--- src/rtl/sdm_ctrl_pkg.sv ---
// Shared constants for the sigma-delta modulator sequencing controller.
//   - FSM state encodings (exported on the state port)
//   - quantizer saturation codes and the saturation test helper
//   - restart counter width
package sdm_ctrl_pkg;

  localparam logic [1:0] IDLE    = 2'd0;
  localparam logic [1:0] FLUSH   = 2'd1;
  localparam logic [1:0] RUN     = 2'd2;
  localparam logic [1:0] RECOVER = 2'd3;

  localparam logic signed [3:0] SDM_QMAX = 4'sd7;
  localparam logic signed [3:0] SDM_QMIN = 4'sb1000;  // -8

  localparam int unsigned RCNT_W = 8;

  // True when the 4-bit signed quantizer code sits on either rail.
  function automatic logic is_sat(input logic [3:0] code);
    return ($signed(code) == SDM_QMAX) || ($signed(code) == SDM_QMIN);
  endfunction

endpackage

--- src/rtl/sdm_sat_mon.sv ---
// Saturation monitor: counts consecutive rail codes from the modulator and
// flags the code that completes a run of SAT_LIM.
//   clk, rst      : clock, synchronous active-high reset
//   run_i         : controller is in RUN and enabled; codes are only counted then
//   clr_i         : controller leaves RUN this cycle; counter returns to 0
//   code_i        : signed sdm quantizer output
//   sat_trip_c_o  : combinational, this code is the SAT_LIM-th consecutive rail code
module sdm_sat_mon
  import sdm_ctrl_pkg::*;
#(
  parameter int unsigned SAT_LIM = 32
) (
  input  logic       clk,
  input  logic       rst,
  input  logic       run_i,
  input  logic       clr_i,
  input  logic [3:0] code_i,
  output logic       sat_trip_c_o
);

  localparam int unsigned SC_W = $clog2(SAT_LIM + 1);

  logic [SC_W-1:0] sat_cnt_q, sat_cnt_d;
  logic            sat_c;

  // Trip detection and consecutive-count update; frozen outside RUN.
  always_comb begin
    sat_c        = is_sat(code_i);
    sat_trip_c_o = run_i && sat_c && (sat_cnt_q == SC_W'(SAT_LIM - 1));
    sat_cnt_d    = sat_cnt_q;
    if (clr_i) begin
      sat_cnt_d = '0;
    end else if (run_i) begin
      sat_cnt_d = sat_c ? sat_cnt_q + SC_W'(1) : '0;
    end
  end

  always_ff @(posedge clk) begin
    if (rst) begin
      sat_cnt_q <= '0;
    end else begin
      sat_cnt_q <= sat_cnt_d;
    end
  end

endmodule

--- src/rtl/sdm_ctrl.sv ---
// Sequencing controller for the sigma-delta modulator: owns its reset and
// startup flush, paces samples into din once per OSR clocks through a
// one-entry holding buffer, and restarts the loop on sustained saturation.
//   clk, rst       : clock, synchronous active-high reset
//   en             : enable; low forces IDLE
//   s_valid/s_data : upstream sample, s_ready = holding buffer empty
//   sdm_rstn       : active-low modulator reset
//   sdm_din        : sample applied to the modulator
//   sdm_out        : signed modulator quantizer code
//   sample_strobe  : pulse in the cycle sdm_din takes a new sample
//   underrun       : pulse when a sample slot finds the buffer empty
//   restart_cnt    : saturation restarts, sticks at 255
//   state          : IDLE/FLUSH/RUN/RECOVER
module sdm_ctrl
  import sdm_ctrl_pkg::*;
#(
  parameter int unsigned W       = 16,
  parameter int unsigned OSR     = 64,
  parameter int unsigned RST_CYC = 10,
  parameter int unsigned SAT_LIM = 32
) (
  input  logic              clk,
  input  logic              rst,
  input  logic              en,
  input  logic              s_valid,
  input  logic [W-1:0]      s_data,
  output logic              s_ready,
  output logic              sdm_rstn,
  output logic [W-1:0]      sdm_din,
  input  logic [3:0]        sdm_out,
  output logic              sample_strobe,
  output logic              underrun,
  output logic [RCNT_W-1:0] restart_cnt,
  output logic [1:0]        state
);

  localparam int unsigned PH_W = (OSR > 1) ? $clog2(OSR) : 1;
  localparam int unsigned RC_W = (RST_CYC > 1) ? $clog2(RST_CYC) : 1;

  logic [1:0]        state_q, state_d;
  logic [RC_W-1:0]   rc_q, rc_d;
  logic [PH_W-1:0]   phase_q, phase_d;
  logic [W-1:0]      buf_q, buf_d;
  logic              empty_q, empty_d;
  logic [W-1:0]      din_q, din_d;
  logic              rstn_q, rstn_d;
  logic              strobe_q, strobe_d;
  logic              under_q, under_d;
  logic [RCNT_W-1:0] rcnt_q, rcnt_d;

  logic in_run_c, sat_trip_c, slot_c, xfer_c, leave_run_c;

  sdm_sat_mon #(
    .SAT_LIM(SAT_LIM)
  ) u_sat_mon (
    .clk         (clk),
    .rst         (rst),
    .run_i       (in_run_c),
    .clr_i       (leave_run_c),
    .code_i      (sdm_out),
    .sat_trip_c_o(sat_trip_c)
  );

  // Next-state, buffer and slot logic.
  always_comb begin
    state_d  = state_q;
    rc_d     = rc_q;
    phase_d  = '0;
    buf_d    = buf_q;
    empty_d  = empty_q;
    din_d    = din_q;
    rstn_d   = 1'b0;
    strobe_d = 1'b0;
    under_d  = 1'b0;
    rcnt_d   = rcnt_q;

    in_run_c = en && (state_q == RUN);
    xfer_c   = s_valid && empty_q;
    // A tripping code takes priority over the slot so nothing moves into RECOVER.
    slot_c   = in_run_c && !sat_trip_c && (phase_q == '0);

    if (!en) begin
      state_d = IDLE;
    end else begin
      case (state_q)
        IDLE: begin
          state_d = FLUSH;
          rc_d    = RC_W'(RST_CYC - 1);
        end
        FLUSH, RECOVER: begin
          if (rc_q == '0) begin
            state_d = RUN;
          end else begin
            rc_d = rc_q - RC_W'(1);
          end
        end
        RUN: begin
          if (sat_trip_c) begin
            state_d = RECOVER;
            rc_d    = RC_W'(RST_CYC - 1);
            if (rcnt_q != '1) begin
              rcnt_d = rcnt_q + RCNT_W'(1);
            end
          end
        end
      endcase
    end

    leave_run_c = (state_q == RUN) && (state_d != RUN);

    // Phase only advances while staying in RUN; any RUN entry starts at slot 0.
    if ((state_q == RUN) && (state_d == RUN)) begin
      phase_d = (phase_q == PH_W'(OSR - 1)) ? '0 : phase_q + PH_W'(1);
    end

    if (slot_c) begin
      if (!empty_q) begin
        din_d    = buf_q;
        empty_d  = 1'b1;
        strobe_d = 1'b1;
      end else begin
        under_d = 1'b1;
      end
    end

    // Only possible with an empty buffer, so never collides with a consume.
    if (xfer_c) begin
      buf_d   = s_data;
      empty_d = 1'b0;
    end

    rstn_d = (state_d == RUN);
  end

  always_ff @(posedge clk) begin
    if (rst) begin
      state_q  <= IDLE;
      rc_q     <= '0;
      phase_q  <= '0;
      buf_q    <= '0;
      empty_q  <= 1'b1;
      din_q    <= '0;
      rstn_q   <= 1'b0;
      strobe_q <= 1'b0;
      under_q  <= 1'b0;
      rcnt_q   <= '0;
    end else begin
      state_q  <= state_d;
      rc_q     <= rc_d;
      phase_q  <= phase_d;
      buf_q    <= buf_d;
      empty_q  <= empty_d;
      din_q    <= din_d;
      rstn_q   <= rstn_d;
      strobe_q <= strobe_d;
      under_q  <= under_d;
      rcnt_q   <= rcnt_d;
    end
  end

  assign s_ready       = empty_q;
  assign sdm_rstn      = rstn_q;
  assign sdm_din       = din_q;
  assign sample_strobe = strobe_q;
  assign underrun      = under_q;
  assign restart_cnt   = rcnt_q;
  assign state         = state_q;

endmodule

--- config.mk ---
export PLATFORM = sky130hd
export DESIGN_NAME = sdm_ctrl
export DESIGN_NICKNAME = d
export VERILOG_FILES = /design/src/rtl/sdm_ctrl_pkg.sv /design/src/rtl/sdm_sat_mon.sv /design/src/rtl/sdm_ctrl.sv
export SDC_FILE = /design/constraint.sdc
export NUM_CORES = 1
export LEC_CHECK = 0
export ABC_AREA = 1
export ABC_CLOCK_PERIOD_IN_PS = 1390
export CAP_MARGIN = 30
export CORE_ASPECT_RATIO = 0.8
export CORE_MARGIN = 1
export CORE_UTILIZATION = 46
export CTS_BUF_LIST = sky130_fd_sc_hd__clkbuf_2
export DETAILED_ROUTE_END_ITERATION = 12
export PLACE_DENSITY = 0.8
export SYNTH_ARGS = -nofsm -noshare
export SYNTH_HDL_FRONTEND = slang
export SYNTH_SLANG_ARGS = --single-unit
--- constraint.sdc ---
create_clock -name clk -period 1.39 [get_ports clk]
set_input_delay 0.278 -clock clk [delete_from_list [all_inputs] [get_ports clk]]
set_output_delay 0.278 -clock clk [all_outputs]
set_load 0.01 [all_outputs]
# Word-level counts from Yosys, hierarchy flattened
# Index checks and enable logic that the tools add are counted.
dict set report word_totals {
  reg_bits 62
  inputBits 24
  out_inout_bits 30
  word_cells 63
}
dict set report classes {
  addsub 4
  n_eq_ne 12
  mux 12
  bitwise 3
  n_reduce_logical 21
}
# cell n
set op_table {}
lappend op_table {{6-bit by 1-bit adder with 6-bit output (second input constant)} 2}
lappend op_table {{4-bit case mux with 3 select lines} 1}
lappend op_table {{8-bit by 1-bit adder with 8-bit output (second input constant)} 1}
lappend op_table {{4-bit equality test (second input constant)} 2}
lappend op_table {{1-bit logical AND} 8}
lappend op_table {{4-bit two-way mux} 2}
lappend op_table {{8-bit != test (second input constant)} 1}
lappend op_table {{2-bit equality test (second input constant)} 3}
lappend op_table {{6-bit by 5-bit equality test with 1-bit output (second input constant)} 1}
lappend op_table {{6-bit equality test (second input constant)} 1}
lappend op_table {{6-bit logical NOT} 1}
lappend op_table {{2-bit two-way mux} 3}
lappend op_table {{6-bit two-way mux} 1}
lappend op_table {{2-bit != test (second input constant)} 3}
lappend op_table {{2-bit case mux with 3 select lines} 1}
lappend op_table {{2-bit OR reduction} 3}
lappend op_table {{4-bit logical NOT} 1}
lappend op_table {{1-bit two-way mux} 4}
lappend op_table {{4-bit AND reduction} 1}
lappend op_table {{4-bit by 1-bit subtractor with 4-bit output (second input constant)} 1}
lappend op_table {{1-bit inverter} 3}
lappend op_table {{3-bit AND reduction} 1}
lappend op_table {{3-bit OR reduction} 1}
lappend op_table {{2-bit by 1-bit equality test with 1-bit output (second input constant)} 1}
lappend op_table {{5 further kinds} 5}

# Longest topological paths before layout
dict set report depth {
  ltp_word 11
  depth_mapped 11
  mapped_depth_nobuf 10
}

# Hierarchy
# From an unflattened synthesis, not the netlist that was laid out.
dict set report unflattened {
  hier_cells 367
  hier_area_um2 2666.3
}
# mod n_inst cells_each area_each_um2
set by_module_without_submodules {}
lappend by_module_without_submodules {sdm_ctrl 1 310 2311.0}
lappend by_module_without_submodules {sdm_sat_mon 1 57 355.3}

# Worst setup path after synthesis
# OpenSTA, ideal clock, no wires.
dict set report synth_timing {
  path_kind {register to register}
  start {register u_sat_mon.sat_cnt_q[0]}
  end {register empty_q, in the netlist s_ready}
  t_arrival_ps 1310
  path_slack_ps -37
  stages_incl_launch_ff 10
  path_buffers 1
  synth_period_minus_slack_ps 1427
  path_cell_list {dfxtp_1 ha_1 nand3_2 nor2_2 nand3_4 nand3_2 nand2_1 inv_2 buf_8 o21ai_2}
}
dict set report synth_between {
  elab_chain_cells 6
}
# item line_no
set synth_rtl {}
lappend synth_rtl {{from (decl)} sdm_sat_mon.sv:23} ;# logic [SC_W-1:0] sat_cnt_q, sat_cnt_d;
lappend synth_rtl {{from (signal assigned)} sdm_sat_mon.sv:42} ;# sat_cnt_q <= sat_cnt_d;
lappend synth_rtl {{6-bit by 5-bit equality test with 1-bit output} sdm_sat_mon.sv:29} ;# sat_trip_c_o = run_i && sat_c && (sat_cnt_q == SC_W'(SAT_LIM - 1));
lappend synth_rtl {{1-bit logical AND} sdm_sat_mon.sv:29}
lappend synth_rtl {{1-bit logical NOT} sdm_ctrl.sv:80} ;# slot_c = in_run_c && !sat_trip_c && (phase_q == '0);
lappend synth_rtl {{1-bit logical AND (2 in a row)} sdm_ctrl.sv:80}
lappend synth_rtl {{2-bit nonzero test (no source line)} n/a}
lappend synth_rtl {{to (signal assigned)} sdm_ctrl.sv:152} ;# empty_q <= empty_d;
lappend synth_rtl {{to (decl)} sdm_ctrl.sv:44} ;# logic empty_q, empty_d;
# Every way passes these cells.
# A chain may end at the register's enable or synchronous reset.

# Final worst setup path
dict set report layout_timing {
  start {register rc_q[1]}
  end {register u_sat_mon.sat_cnt_q[4]}
}
dict set report layout_between {
  elab_chain_cells 7
}
# item line_no
set layout_rtl {}
lappend layout_rtl {{from (decl)} sdm_ctrl.sv:41} ;# logic [RC_W-1:0] rc_q, rc_d;
lappend layout_rtl {{from (signal assigned)} sdm_ctrl.sv:149} ;# rc_q <= rc_d;
lappend layout_rtl {{4-bit logical NOT} sdm_ctrl.sv:91} ;# if (rc_q == '0) begin
lappend layout_rtl {{2-bit two-way mux} sdm_ctrl.sv:91}
lappend layout_rtl {{2-bit case mux with 3 select lines} sdm_ctrl.sv:85} ;# case (state_q)
lappend layout_rtl {{2-bit two-way mux} sdm_ctrl.sv:82} ;# if (!en) begin
lappend layout_rtl {{2-bit != test} sdm_ctrl.sv:109} ;# leave_run_c = (state_q == RUN) && (state_d != RUN);
lappend layout_rtl {{1-bit logical AND} sdm_ctrl.sv:109}
lappend layout_rtl {{2-bit OR reduction (no source line)} n/a}
# Every way passes these cells.

==> results.md <==
Worst setup path:
- Data arrives at the worst endpoint at 1.94 ns.
- Along the worst path, the maximum fanout reaches 7.
- The data required time of the worst path is 1.85 ns.
- The worst setup path is of the reg -> reg kind.
- STA classifies the critical path startpoint as a register.
- The critical path endpoint category is a register.

STA:
- The count of final max-slew check failures is 0.
- The worst path uses 106% of the clock period.
- Setup violations remaining at the end of the flow were counted as 38.
- Clock skew on the completed layout was measured at 0.0248 ns.
- The worst hold margin is 0.336 ns.
- The smallest clock period supported by the final layout is computed as 1.48 ns.
- The upper clock frequency limit is 677 MHz.
- The slew at the pin closest to its max-slew limit is 0.395 ns.
- The worst relative slew slack is 73.6%.
- The post-route worst setup slack is -0.0863 ns.
- The count of final hold-check violations came to 0.
- Setup repair after global routing could not meet its margin everywhere.

GRT:
- Entering global routing, the biggest net connects 19 pins.
- The first global-routing pass estimated 10800 um of wire.
- The total routing usage reported by global routing is 22.8%.
- The number of antenna violations at the first check in global routing is 0.
- Global routing finished with a remaining overflow of 0.
- The via count of the first global-routing pass came to 2569.

Pwr:
- The analysis attributes to net switching a power of 1.02 mW.
- Of the total power, registers draw 50.6%.
- The clock group share of total power is 37.8%.
- The areal power density over the cells is 874 nW/um^2.
- The internal power of the cells is 2.65 mW.
- The part of the power in combinational logic is 11.7%.
- The worst-case IR drop observed on VDD is 0.000787 V.
- Overall power consumption after layout is estimated at 3.68 mW.
- The fraction of power spent switching nets is 27.8%.
- The leakage power figure is 1.94 nW.

Clock network:
- The count of hold-fix buffers inserted at cts is 0.
- Clock tree synthesis inserted a total of 9 buffers.
- The clock root buffer master is sky130_fd_sc_hd__clkbuf_2.
- The worst-case clock buffer depth is 2.
- TritonCTS built the clock tree.
- For the worst-skew pair, the clock arrives at the later sink with an insertion delay of 0.53 ns.
- Clock tree synthesis found a total of 62 sinks.
- The number of levels in the clock H-tree is 3.
- After clock tree synthesis, the clock-pin slew on the worst setup and hold paths is 0.21 ns.

Floorplanning:
- The starting utilization of the core area is 48.4%.
- The area of the core is 5530 um^2.
- The floorplan step set the die height to 70.2 um.
- The total die area is 6120 um^2.
- The floorplan has 24 rows.
- Pin placement for this block handled 54 I/O pins.
- The overall die width is 87.2 um.

Hold path:
- The tightest min-delay check is of the in -> reg type.

Placement:
- The half-perimeter wire length of the detailed placement result is 4320 um.
- Routability-driven placement finished with a final weighted congestion of 0.823.
- The number of placed cells counting well taps is 504.
- The number of I/O port buffers is 53.

Cells and area:
- Relative to the synthesized area, the layout overhead comes to 57.2%.
- The final instance count without filler cells is 549.
- The fraction of layout instances using a drive strength above 1 is 45.2%.
- Cells fill 76.1% of the core in the end.
- The repair_antennas step left the layout with diodes totalling 0.
- For this run, the post-layout net count is 496.

Drt:
- The final layout contains routed wiring with a total length of 8060 um.
- The number of routed nets with antenna violations is 0.
- The first-pass iteration count of the detailed router is 4.
- The total number of vias is 2806.
- The average detailed-routed wire length per instance is 14.7 um.
- The post-detailed-route DRC marker count is 0.
- The average vias per placed instance is 5.11.
- The DRC violation total after the first TritonRoute iteration is 139.

Synth:
- After synthesis, the largest family of logic cells by area is simple AND/OR/NAND/NOR gates.
- The portion of netlist area occupied by mux cells is 0%.
- The register bit count reported by yosys is 62.
- The Yosys step of the flow raised 0 warnings.
- The net count after synthesis is 376.
- Summed over all instances, the cell type with the most area after synthesis is sky130_fd_sc_hd__dfxtp_1.
- The post-synthesis instance total is 346.
- The total standard cell area after synthesis is 2670 um^2.
- Of the total synthesized cell area, the portion taken by AND, OR, NAND and NOR gates is 30.7%.
- Of the post-synthesis cell area, the dominant cell type holds 46.4%.
- The average size of a mapped cell is 7.73 um^2.
- Yosys attributes the largest share of cell area to sky130_fd_sc_hd__dfxtp_1 (46%), sky130_fd_sc_hd__nand2_1 (11%), sky130_fd_sc_hd__nor2_1 (7.6%).
- The post-synthesis compound-gate area fraction is 9.73%.
- The synthesized-area fraction occupied by adder cells is 2.81%.
- Counting distinct cell types in the post-synthesis netlist gives 33.
- The post-synthesis xor/xnor area fraction is 3.60%.
- Summing the sequential cell areas from Yosys gives 46.4% of the chip area.

Job:
- The number of max-cap violations is 0.

Status:
- The flow ran to the end, but the final reports show violations.
- The checks that failed: negative setup slack.
per-layer routing:
metal	global-route usage (%)	vias up	share of wire, %
met3	7.80	20	6.0
met5	0	-	0
met1	25.6	1332	40
met4	8.01	0	2.1
li1	-	1354	-
met2	39.6	100	52
repair_timing:
action	4_1_cts	5_1_grt
pin swaps	8	25
buffers inserted	20	9
setup endpoints to repair	61	49
resized for setup	170	79
gates cloned	0	1
registers in the layout, summed over array words and instances, names as in the netlist:
| signal | flops |
|---|---|
| buf_q | 16 |
| phase_q | 6 |
| rc_q | 4 |
| restart_cnt | 8 |
| s_ready | 1 |
| sample_strobe | 1 |
| sdm_din | 16 |
| sdm_rstn | 1 |
| state | 2 |
| u_sat_mon.sat_cnt_q | 6 |
| underrun | 1 |
cells by family after synthesis:
logic type / after synthesis
AND/OR/NAND/NOR: 178
flip-flops: 62
AO/OA/AOI/OAI: 47
buffers and inverters: 42
XOR/XNOR: 11
adder cells (fa/ha/maj): 6
power by group through the flow:
stage | logic [mW] | registers [mW] | clock network (mW)
2_1_floorplan | 0.165 | 1.90 | 0
3_3_place_gp | 0.324 | 1.90 | 0
3_5_place_dp | 0.332 | 1.90 | 0
4_1_cts | 0.351 | 1.85 | 1.38
5_1_grt | 0.460 | 1.87 | 1.46
6_report | 0.429 | 1.86 | 1.39
placed cells by master, fill, tap and decap left out, types with 3 or more instances in the layout:
cell type,Yosys,routed
sky130_fd_sc_hd__a21oi_1,17,6
sky130_fd_sc_hd__a21oi_2,1,11
sky130_fd_sc_hd__a22oi_1,3,3
sky130_fd_sc_hd__buf_2,0,27
sky130_fd_sc_hd__buf_4,0,47
sky130_fd_sc_hd__buf_6,1,16
sky130_fd_sc_hd__clkbuf_2,0,9
sky130_fd_sc_hd__clkdlybuf4s50_1,0,23
sky130_fd_sc_hd__clkinv_4,0,3
sky130_fd_sc_hd__dfxtp_1,62,28
sky130_fd_sc_hd__dfxtp_2,0,30
sky130_fd_sc_hd__dfxtp_4,0,4
sky130_fd_sc_hd__ha_1,6,3
sky130_fd_sc_hd__ha_4,0,3
sky130_fd_sc_hd__inv_1,29,25
sky130_fd_sc_hd__inv_2,5,4
sky130_fd_sc_hd__inv_4,0,3
sky130_fd_sc_hd__inv_6,1,4
sky130_fd_sc_hd__nand2_1,80,76
sky130_fd_sc_hd__nand2_2,9,5
sky130_fd_sc_hd__nand2_4,1,6
sky130_fd_sc_hd__nand2_8,0,3
sky130_fd_sc_hd__nand3_1,20,10
sky130_fd_sc_hd__nand3_2,2,10
sky130_fd_sc_hd__nand3_4,2,4
sky130_fd_sc_hd__nand4_1,3,3
sky130_fd_sc_hd__nor2_1,54,47
sky130_fd_sc_hd__nor2_2,2,4
sky130_fd_sc_hd__nor2_4,0,5
sky130_fd_sc_hd__o21ai_0,20,18
sky130_fd_sc_hd__o21ai_2,1,3
sky130_fd_sc_hd__xnor2_1,4,4
sky130_fd_sc_hd__xor2_1,7,7
cell type report:
type                       count  area [um^2]
sequential                    62         1290
clock buffer                   9         45.0
multi-input combinational    242         1560
fill                         364         1320
tap                           78         97.6
clock inverter                 7          104
timing repair inverter         1         11.3
inverter                      35          156
timing repair buffer         115          938
critical path, cell delays in order, from the launching register on:
cell	delay (ns)
sky130_fd_sc_hd__dfxtp_2	0.36
sky130_fd_sc_hd__inv_2	0.07
sky130_fd_sc_hd__ha_4	0.14
sky130_fd_sc_hd__nand2_4	0.06
sky130_fd_sc_hd__nor3_4	0.24
sky130_fd_sc_hd__o21ai_2	0.11
sky130_fd_sc_hd__nor2_4	0.18
sky130_fd_sc_hd__nand2_8	0.10
sky130_fd_sc_hd__a21oi_2	0.16
metrics by stage:
stage,TNS (ns),instance area [um^2],worst slack [ns]
6_report,-1.83,4200,-0.0863
3_5_place_dp,-16.28,3560,-0.468
5_1_grt,-4.89,4200,-0.172
2_1_floorplan,0,2700,0.00748
3_3_place_gp,-14.12,3560,-0.396
4_1_cts,-0.390,3850,-0.0334
Yosys cell counts:
library cell                 n
sky130_fd_sc_hd__a21oi_2     1
sky130_fd_sc_hd__buf_6       1
sky130_fd_sc_hd__clkbuf_1    4
sky130_fd_sc_hd__o22ai_1     1
sky130_fd_sc_hd__nand3_1    20
sky130_fd_sc_hd__o21ai_2     1
sky130_fd_sc_hd__xnor2_1     4
sky130_fd_sc_hd__ha_1        6
sky130_fd_sc_hd__xor2_1      7
sky130_fd_sc_hd__o21ai_0    20
sky130_fd_sc_hd__a21oi_1    17
sky130_fd_sc_hd__nand2_1    80
sky130_fd_sc_hd__o211ai_1    1
sky130_fd_sc_hd__dfxtp_1    62
sky130_fd_sc_hd__inv_1      29
sky130_fd_sc_hd__nand3_4     2
sky130_fd_sc_hd__a21o_1      1
sky130_fd_sc_hd__nand4_2     1
sky130_fd_sc_hd__nand4_1     3
sky130_fd_sc_hd__nor3_1      2
sky130_fd_sc_hd__nand2_4     1
sky130_fd_sc_hd__inv_2       5
sky130_fd_sc_hd__nor2_8      2
sky130_fd_sc_hd__inv_6       1
sky130_fd_sc_hd__o21ai_1     1
sky130_fd_sc_hd__nand3_2     2
sky130_fd_sc_hd__nand2_2     9
sky130_fd_sc_hd__buf_1       1
sky130_fd_sc_hd__o2111ai_1   1
sky130_fd_sc_hd__nor2_1     54
sky130_fd_sc_hd__nor2_2      2
sky130_fd_sc_hd__a22oi_1     3
sky130_fd_sc_hd__buf_8       1
worst paths after layout:
check,cells past startpoint,slack [ns],endpoint,start
worst min register to register,2,0.44,sdm_din[8]$_SDFFE_PP0P_,buf_q[8]$_SDFFE_PP0P_
worst min-delay path,3,0.34,buf_q[9]$_SDFFE_PP0P_,s_data[9]
worst max register to register,8,-0.09,u_sat_mon.sat_cnt_q[4]$_SDFFE_PP0N_,rc_q[1]$_SDFFE_PP0P_
worst max-delay path,8,-0.09,u_sat_mon.sat_cnt_q[4]$_SDFFE_PP0N_,rc_q[1]$_SDFFE_PP0P_
No activity file was read; power rests on OpenSTA's default activity.
